===== config.mk =====
export PLATFORM = sky130hd
export DESIGN_NAME = status_reg
export DESIGN_NICKNAME = d
export VERILOG_FILES = /design/src/rtl/status_pkg.sv /design/src/rtl/status_reg.sv
export SDC_FILE = /design/constraint.sdc
export NUM_CORES = 1
export LEC_CHECK = 0
export BUFFER_PORTS_ARGS = -buffer_cell sky130_fd_sc_hd__buf_2
export CELL_PAD_IN_SITES_DETAIL_PLACEMENT = 1
export CELL_PAD_IN_SITES_GLOBAL_PLACEMENT = 2
export CORE_ASPECT_RATIO = 1.5
export CORE_MARGIN = 2
export CORE_UTILIZATION = 17
export CTS_CLUSTER_DIAMETER = 60
export DETAILED_ROUTE_END_ITERATION = 7
export PLACE_DENSITY = 0.92
export SYNTH_ARGS = -nofsm -noshare
export SYNTH_HDL_FRONTEND = slang
export SYNTH_SLANG_ARGS = --single-unit
export TNS_END_PERCENT = 10

===== constraint.sdc =====
create_clock -name clk -period 2.7 [get_ports clk]
set_clock_uncertainty 0.1 [all_clocks]
set_input_delay 0.135 -clock clk [delete_from_list [all_inputs] [get_ports clk]]
set_output_delay 0.135 -clock clk [all_outputs]
set_load 0.02 [all_outputs]

===== src/rtl/status_pkg.sv =====
// Shared definitions for the processor status register and the controller
// that drives it: flag commands, P-byte bit positions and ALU capture-mask bits.
package status_pkg;

    // Flag set/clear commands issued by the controller. Every 3-bit code is
    // assigned, so no illegal encodings can be produced.
    typedef enum logic [2:0] {
        NONE = 3'd0,
        SEC  = 3'd1,
        CLC  = 3'd2,
        SEI  = 3'd3,
        CLI  = 3'd4,
        SED  = 3'd5,
        CLD  = 3'd6,
        CLV  = 3'd7
    } flag_op_t;

    // Bit positions of each flag within the P byte (push/pull image).
    localparam int FLAG_N = 7;
    localparam int FLAG_V = 6;
    localparam int FLAG_U = 5;
    localparam int FLAG_B = 4;
    localparam int FLAG_D = 3;
    localparam int FLAG_I = 2;
    localparam int FLAG_Z = 1;
    localparam int FLAG_C = 0;

    // Bit positions within upd_mask (ALU capture enables).
    localparam int UPD_N = 3;
    localparam int UPD_V = 2;
    localparam int UPD_Z = 1;
    localparam int UPD_C = 0;

    // The six stored flags; bits 5 and 4 of P have no storage.
    typedef struct packed {
        logic n;
        logic v;
        logic d;
        logic i;
        logic z;
        logic c;
    } flags_t;

    // Power-on / reset state: only I is set.
    localparam flags_t FLAGS_RESET = '{n: 1'b0, v: 1'b0, d: 1'b0,
                                       i: 1'b1, z: 1'b0, c: 1'b0};

    // Build the 8-bit push image from the stored flags and the B value.
    function automatic logic [7:0] pack_p(input flags_t f, input logic brk);
        logic [7:0] p;
        p         = 8'h00;
        p[FLAG_N] = f.n;
        p[FLAG_V] = f.v;
        p[FLAG_U] = 1'b1;
        p[FLAG_B] = brk;
        p[FLAG_D] = f.d;
        p[FLAG_I] = f.i;
        p[FLAG_Z] = f.z;
        p[FLAG_C] = f.c;
        return p;
    endfunction

    // Extract the six stored flags from a pulled P byte (U and B dropped).
    function automatic flags_t unpack_p(input logic [7:0] p);
        flags_t f;
        f.n = p[FLAG_N];
        f.v = p[FLAG_V];
        f.d = p[FLAG_D];
        f.i = p[FLAG_I];
        f.z = p[FLAG_Z];
        f.c = p[FLAG_C];
        return f;
    endfunction

endpackage


===== src/rtl/status_reg.sv =====
// Processor status register (P) for the hmc-6502 datapath. Captures ALU flags
// under a per-flag mask, executes flag set/clear and PLP/RTI loads, builds the
// push image, and keeps the instruction-delayed IRQ mask.
module status_reg
    import status_pkg::*;
(
    input  logic       clk,
    input  logic       reset,
    input  logic       alu_negative,
    input  logic       alu_overflow,
    input  logic       alu_zero,
    input  logic       alu_c_out,
    input  logic [3:0] upd_mask,
    input  logic [2:0] flag_op,
    input  logic       p_load,
    input  logic [7:0] p_in,
    input  logic       irq_take,
    input  logic       push_brk,
    input  logic       instr_done,
    input  logic       irq_line,
    output logic [7:0] p_out,
    output logic       c_flag,
    output logic       d_flag,
    output logic       i_flag,
    output logic       irq_mask,
    output logic       irq_req
);

    flags_t   flags_q;
    flags_t   flags_d;
    logic     mask_q;
    logic     mask_d;
    flag_op_t op;

    assign op = flag_op_t'(flag_op);

    // Next-state flags: a pull overrides everything, otherwise each flag
    // follows its own ALU capture enable with the flag command taking priority.
    always_comb begin
        // NOTE: every variable gets a default first so no path leaves it
        // unassigned, which would infer a latch.
        flags_d = flags_q;
        if (p_load) begin
            flags_d = unpack_p(p_in);
        end else begin
            if (upd_mask[UPD_N]) flags_d.n = alu_negative;
            if (upd_mask[UPD_V]) flags_d.v = alu_overflow;
            if (upd_mask[UPD_Z]) flags_d.z = alu_zero;
            if (upd_mask[UPD_C]) flags_d.c = alu_c_out;
            case (op)
                SEC:     flags_d.c = 1'b1;
                CLC:     flags_d.c = 1'b0;
                SEI:     flags_d.i = 1'b1;
                CLI:     flags_d.i = 1'b0;
                SED:     flags_d.d = 1'b1;
                CLD:     flags_d.d = 1'b0;
                CLV:     flags_d.v = 1'b0;
                default: ;
            endcase
            // Interrupt entry masks further IRQs even against a concurrent CLI.
            if (irq_take) flags_d.i = 1'b1;
        end
    end

    // Effective IRQ mask: tracks I only at instruction boundaries, so a
    // CLI/SEI/PLP takes effect one instruction later; interrupt entry
    // (when not overridden by a pull) masks immediately.
    always_comb begin
        mask_d = mask_q;
        if (irq_take && !p_load) begin
            mask_d = 1'b1;
        end else if (instr_done) begin
            mask_d = flags_d.i;
        end
    end

    // Flag and mask storage with synchronous reset; reset discards any
    // update presented in the same cycle.
    always_ff @(posedge clk) begin
        // NOTE: sequential state uses non-blocking assignments so every flop
        // samples the pre-edge values regardless of statement order.
        if (reset) begin
            flags_q <= FLAGS_RESET;
            mask_q  <= 1'b1;
        end else begin
            flags_q <= flags_d;
            mask_q  <= mask_d;
        end
    end

    assign p_out    = pack_p(flags_q, push_brk);
    assign c_flag   = flags_q.c;
    assign d_flag   = flags_q.d;
    assign i_flag   = flags_q.i;
    assign irq_mask = mask_q;
    assign irq_req  = irq_line & ~mask_q;

endmodule

==> flow_summary.json, run 1 <==
{
  "status": "complete, no violations",
  "cts.htree.levels": 1,
  "synthCells": 49,
  "die-area_sq_um": 2760,
  "antenna_cells": 0,
  "drive_gt1_share_pct": 45.7,
  "layout_setup_ws_ns": 1.53,
  "ys_ff_latch": 7,
  "cts.clk_slew.worst_paths_ns": 0.06,
  "grt_pass1_wl_mm": 2.10,
  "pin_count": 39,
  "yosys_warnings": 0,
  "clk_latency_ns": 0.25,
  "syn_avg_cell_area_sq_um": 8.15,
  "die_y_um": 63.3,
  "crit_path_end_kind": "register",
  "synth_top_area_cell": "dfxtp_1",
  "dp_slack_ns": 1.52,
  "cts_sinks": 7,
  "finalSetupViolations": 0,
  "core.rowCount": 21,
  "fmax_mhz": 853,
  "syn_to_final_growth_pct": 45.5,
  "start_util_pct": 17.9,
  "clock_path_buffers": 2,
  "wl_per_cell_um": 12.0,
  "p_leak_nw": 0.298,
  "drv_cap": 0,
  "cp.arrival_ns": 1.22,
  "core_sq_um": 2230,
  "tritoncts": "built",
  "viasPerCell": 4.53,
  "rr_worst_depth": 4,
  "p_total_uw": 286,
  "post_cts_buffers": 0,
  "critPathKind": "reg -> reg",
  "syn_area_sq_um": 399,
  "hpwl_mm": 1.04,
  "die_w_um": 43.6,
  "grt_pass1_vias": 521,
  "yosys_most_used_dff": "dfxtp_1",
  "reg2reg_setup_slack_ns": 1.53,
  "drt_iter0_markers": 0,
  "grt_max_degree": 14,
  "critPathLaunch": "c_flag$_SDFFE_PP0P_",
  "nets": 108,
  "drc": 0,
  "postRouteAntennaNets": 0,
  "synth_area_leaders": "dfxtp_1, a21oi_1, buf_4",
  "ys_seq_area_share_pct": 35.1,
  "grt_antenna_before_repair": 0,
  "track_usage_pct": 9.81,
  "cp_max_fo": 3,
  "p_per_area_nw_per_um2": 492,
  "critPathRequiredTime_ns": 2.75,
  "r2r-start": "c_flag$_SDFFE_PP0P_",
  "maxSlewViolCount": 0,
  "rsz0062_at_grt": "no",
  "hold_path.class": "in -> reg",
  "start_kind": "register",
  "period_needed_ns": 1.17,
  "min_path_cells": 3,
  "cts_made_buffers": 3,
  "first_pass_iters": 1,
  "port_buffers": 33,
  "endpoint": "c_flag$_SDFFE_PP0P_",
  "overflow": 0,
  "gp_congestion": 0.693,
  "final_cell_mix": "buf_2, a21oi_1, dfxtp_1",
  "yosysUniqueCellTypes": 19,
  "hold_viol": 0,
  "min_period_over_period_pct": 43.4,
  "tns_ns": 0,
  "clockRootBuffer": "clkbuf_4",
  "timing.hold.ws_ns": 0.0147,
  "num_vias": 471,
  "drt_wl_total_mm": 1.25,
  "worstReg2RegEnd": "c_flag$_SDFFE_PP0P_",
  "syn_nets": 75,
  "synth_top_area_share_pct": 35.1,
  "max-vdd-ir-drop_v": 0.000166,
  "async_flop_share_pct": 0,
  "synth-edff-count": 0,
  "mostFrequentLayoutCell": "buf_2"
}
## power by group
group          total [mW]  leakage [nW]  internal, mW  switching [mW]
Sequential          0.115        0.0580         0.110         0.00454
Combinational      0.0733         0.225        0.0317          0.0416
Clock              0.0973        0.0150        0.0566          0.0408
Total               0.286         0.298         0.199          0.0869
## registers in the layout, summed over array words and instances, names as in the netlist
| name | count |
|---|---|
| c_flag | 1 |
| d_flag | 1 |
| i_flag | 1 |
| irq_mask | 1 |
| p_out | 3 |
## final cells by class
cell class	count	area (sq um)
inverters	3	11.3
repair buffers	34	175
multi-input cells	33	199
clock buffers	4	26.3
fillers	281	1650
flip-flops and latches	7	140
well taps	23	28.8
## worst max-delay path, cell delays in order, from the launching register on
cell and delay [ns]:
dfxtp_1 0.32, mux2_1 0.30, o21ai_0 0.09, a21oi_1 0.09, o21a_1 0.16
## metrics by stage
stage	util (%)	std cells	instance area, sq um
3_5_place_dp	24.4	99	544
6_report	26.0	104	581
4_1_cts	26.0	104	581
2_1_floorplan	-	49	399
3_3_place_gp	24.4	99	544
5_1_grt	26.0	104	581
## worst min path at each step
stage / start / endpoint / slack, ns
after detailed placement: push_brk / p_out[4] / 0.17
after global routing: p_in[2] / i_flag$_SDFF_PP1_ / 0.03
after global placement: push_brk / p_out[4] / 0.17
final: p_in[7] / p_out[7]$_SDFFE_PP0P_ / 0.01
after floorplan: reset / d_flag$_SDFFE_PP0P_ / 0.10
after CTS: p_in[2] / i_flag$_SDFF_PP1_ / 0.01
## synthesized netlist by cell type (2+ instances only)
| cell | n |
|---|---|
| inv_1 | 3 |
| nor2_1 | 5 |
| buf_4 | 5 |
| mux2i_1 | 3 |
| dfxtp_1 | 7 |
| o21ai_1 | 2 |
| nand2_1 | 2 |
| a21oi_1 | 11 |
## cell families after synthesis
group / Yosys count / synth area share [%]
AO/OA/AOI/OAI: 19 / 28.5
AND/OR/NAND/NOR: 9 / 10.0
buffers and inverters: 9 / 15.0
flip-flops: 7 / 35.1
multiplexers: 4 / 10.3
other: 1 / 0.940
## repair_timing
action | in CTS | in global routing
hold buffers | 1 | 0
gates resized for setup | 0 | 0
endpoints found under the hold margin | 1 | 0
## layer usage
metal	track usage [%]	share of wire [%]
met1	9.62	36
met3	2.58	10
met2	18.0	52
met5	0	0
met4	4.55	1.1
Power figures use the tool's default switching activity.
==> run 2: changes to the inputs <==
Settings changed: CORE_UTILIZATION 17 to 16, PLACE_DENSITY 0.92 to 0.88.
Clock period 2.7 ns to 1.1 ns, I/O delays scaled along.
==> run 2 against run 1 <==
Total power grew to 2.6 times the previous value. The flow now finishes with violations (negative setup slack). Clock-buffer cell count did not move. Sequential share of layout area decreased by 3.3 points. Global-route usage fell by 0.16 points. Sequential power grew 150%. Critical endpoint unchanged. Register-to-register slack worse by 1.6 ns. Sequential cell count is the same. Via count increased by 4.9%.
==> flow_summary.json, run 2 (synthesis gave the netlist of run 1 again) <==
{
  "crit_path_end_kind": "register",
  "gp_congestion": 0.720,
  "drt_wl_total_mm": 1.32,
  "viasPerCell": 4.33,
  "cts_made_buffers": 3,
  "max-vdd-ir-drop_v": 0.000441,
  "postRouteAntennaNets": 0,
  "crit_path_top_delay_cell": "dfxtp_2",
  "design_area_sq_um": 689,
  "port_buffers": 33,
  "clk_latency_ns": 0.25,
  "mostFrequentLayoutCell": "buf_2",
  "cp_max_fo": 2,
  "drt-met1-wl_um": 476,
  "fmax_mhz": 888,
  "antenna_cells": 0,
  "layout.cells.non_filler": 114,
  "grt_antenna_before_repair": 0,
  "drive_gt1_share_pct": 52.2,
  "grt_max_degree": 8,
  "grt_pass1_vias": 529,
  "track_usage_pct": 9.65,
  "start_util_pct": 16.5,
  "cts.clk_slew.worst_paths_ns": 0.05,
  "layout_setup_ws_ns": -0.0257,
  "die-area_sq_um": 2920,
  "die_y_um": 65.2,
  "multi_input_area_sq_um": 218,
  "overflow": 0,
  "final_cell_mix": "buf_2, a21oi_1, dlygate4sd3_1",
  "period_needed_ns": 1.13,
  "drv_cap": 0,
  "hold_viol": 0,
  "syn_to_final_growth_pct": 72.7,
  "tritoncts": "built",
  "p_per_area_nw_per_um2": 1060,
  "core.rowCount": 22,
  "violations": "negative setup slack",
  "nets": 117,
  "clock_path_buffers": 2,
  "drt_iter0_markers": 0,
  "ff_latch_area_sq_um": 144,
  "largest_reg_flops": 3,
  "status": "finished, violations left",
  "worstPathCellList": "mux2_4 -> a21oi_2 -> a21oi_2 -> o21a_1",
  "critPathRequiredTime_ns": 1.14,
  "cts_sinks": 7,
  "first_pass_iters": 1,
  "hpwl_mm": 1.01,
  "post_cts_buffers": 0,
  "met2WireLength_um": 692,
  "cp_common_cell": "a21oi_2",
  "slowest_delay_ns": 0.31,
  "finalSetupViolations": 1,
  "critPathKind": "reg -> reg",
  "cts.htree.levels": 1,
  "hold_path.class": "in -> reg",
  "num-fill-cells": 312,
  "clockRootBuffer": "clkbuf_4",
  "pin_count": 39,
  "grt_pass1_wl_mm": 2.09,
  "cp.arrival_ns": 1.16,
  "place_area_sq_um": 563,
  "wl_per_cell_um": 11.6,
  "min_period_over_period_pct": 102,
  "wl_met3_um": 132,
  "core_sq_um": 2420,
  "rsz0062_at_grt": "yes",
  "num_vias": 494,
  "dp_cells": 102,
  "drc": 0,
  "die_w_um": 44.8,
  "maxSlewViolCount": 0,
  "start_kind": "register",
  "p_leak_nw": 0.343,
  "routed.top_layer": "met4"
}
[run 2: path summary, 6_finish.rpt]
kind	cells past startpoint	endpoint	start	slack [ns]
setup / recovery	4	c_flag$_SDFFE_PP0P_	c_flag$_SDFFE_PP0P_	-0.03
hold reg to reg	2	irq_mask$_SDFFE_PP1P_	irq_mask$_SDFFE_PP1P_	0.47
hold / removal	3	c_flag$_SDFFE_PP0P_	reset	0.01
setup reg to reg	4	c_flag$_SDFFE_PP0P_	c_flag$_SDFFE_PP0P_	-0.03
[run 2: area by class of cell]
class	instances	area share [%]
clock buffer	4	3.81
inverter	3	1.63
multi-input combinational	33	31.6
sequential	7	20.9
tap	24	4.36
timing repair buffer	43	37.7
[run 2: timing repair]
item | in CTS | in global routing
pin swaps | 0 | 2
setup endpoints to repair | 1 | 4
resized for setup | 4 | 3
endpoints found under the hold margin | 6 | 0
hold buffers | 8 | 0
gates cloned | 0 | 0
[run 2: critical path, delay by kind of cell, from the launching register on]
family,cells,cell delay (ns)
compound gates,3,0.32
flops,1,0.31
mux,1,0.28
[run 2: report_power, final]
group | internal [mW] | switching, mW
registers | 0.273 | 0.0109
clock network | 0.138 | 0.0885
logic | 0.107 | 0.113
[run 2: through the flow]
stage / power (mW) / TNS (ns) / util, % / setup slack (ns) / hold WS (ns)
final: 0.731 / -0.0257 / 28.5 / -0.0257 / 0.00998
after global routing: 0.788 / -0.0710 / 28.5 / -0.0710 / 0.0100
after CTS: 0.743 / -0.0245 / 28.1 / -0.0245 / 0.00490
after detailed placement: 0.475 / -0.0688 / 23.2 / -0.0688 / 0.0102
after global placement: 0.467 / -0.0126 / 23.2 / -0.0126 / 0.0102
after floorplan: 0.401 / -0.0734 / - / -0.0547 / 0.0241
[run 2: routing by layer]
layer,global-route usage (%),up-vias
met4,4.41,0
li1,-,248
met2,17.9,29
met1,9.64,215
met3,2.20,2
met5,0,-
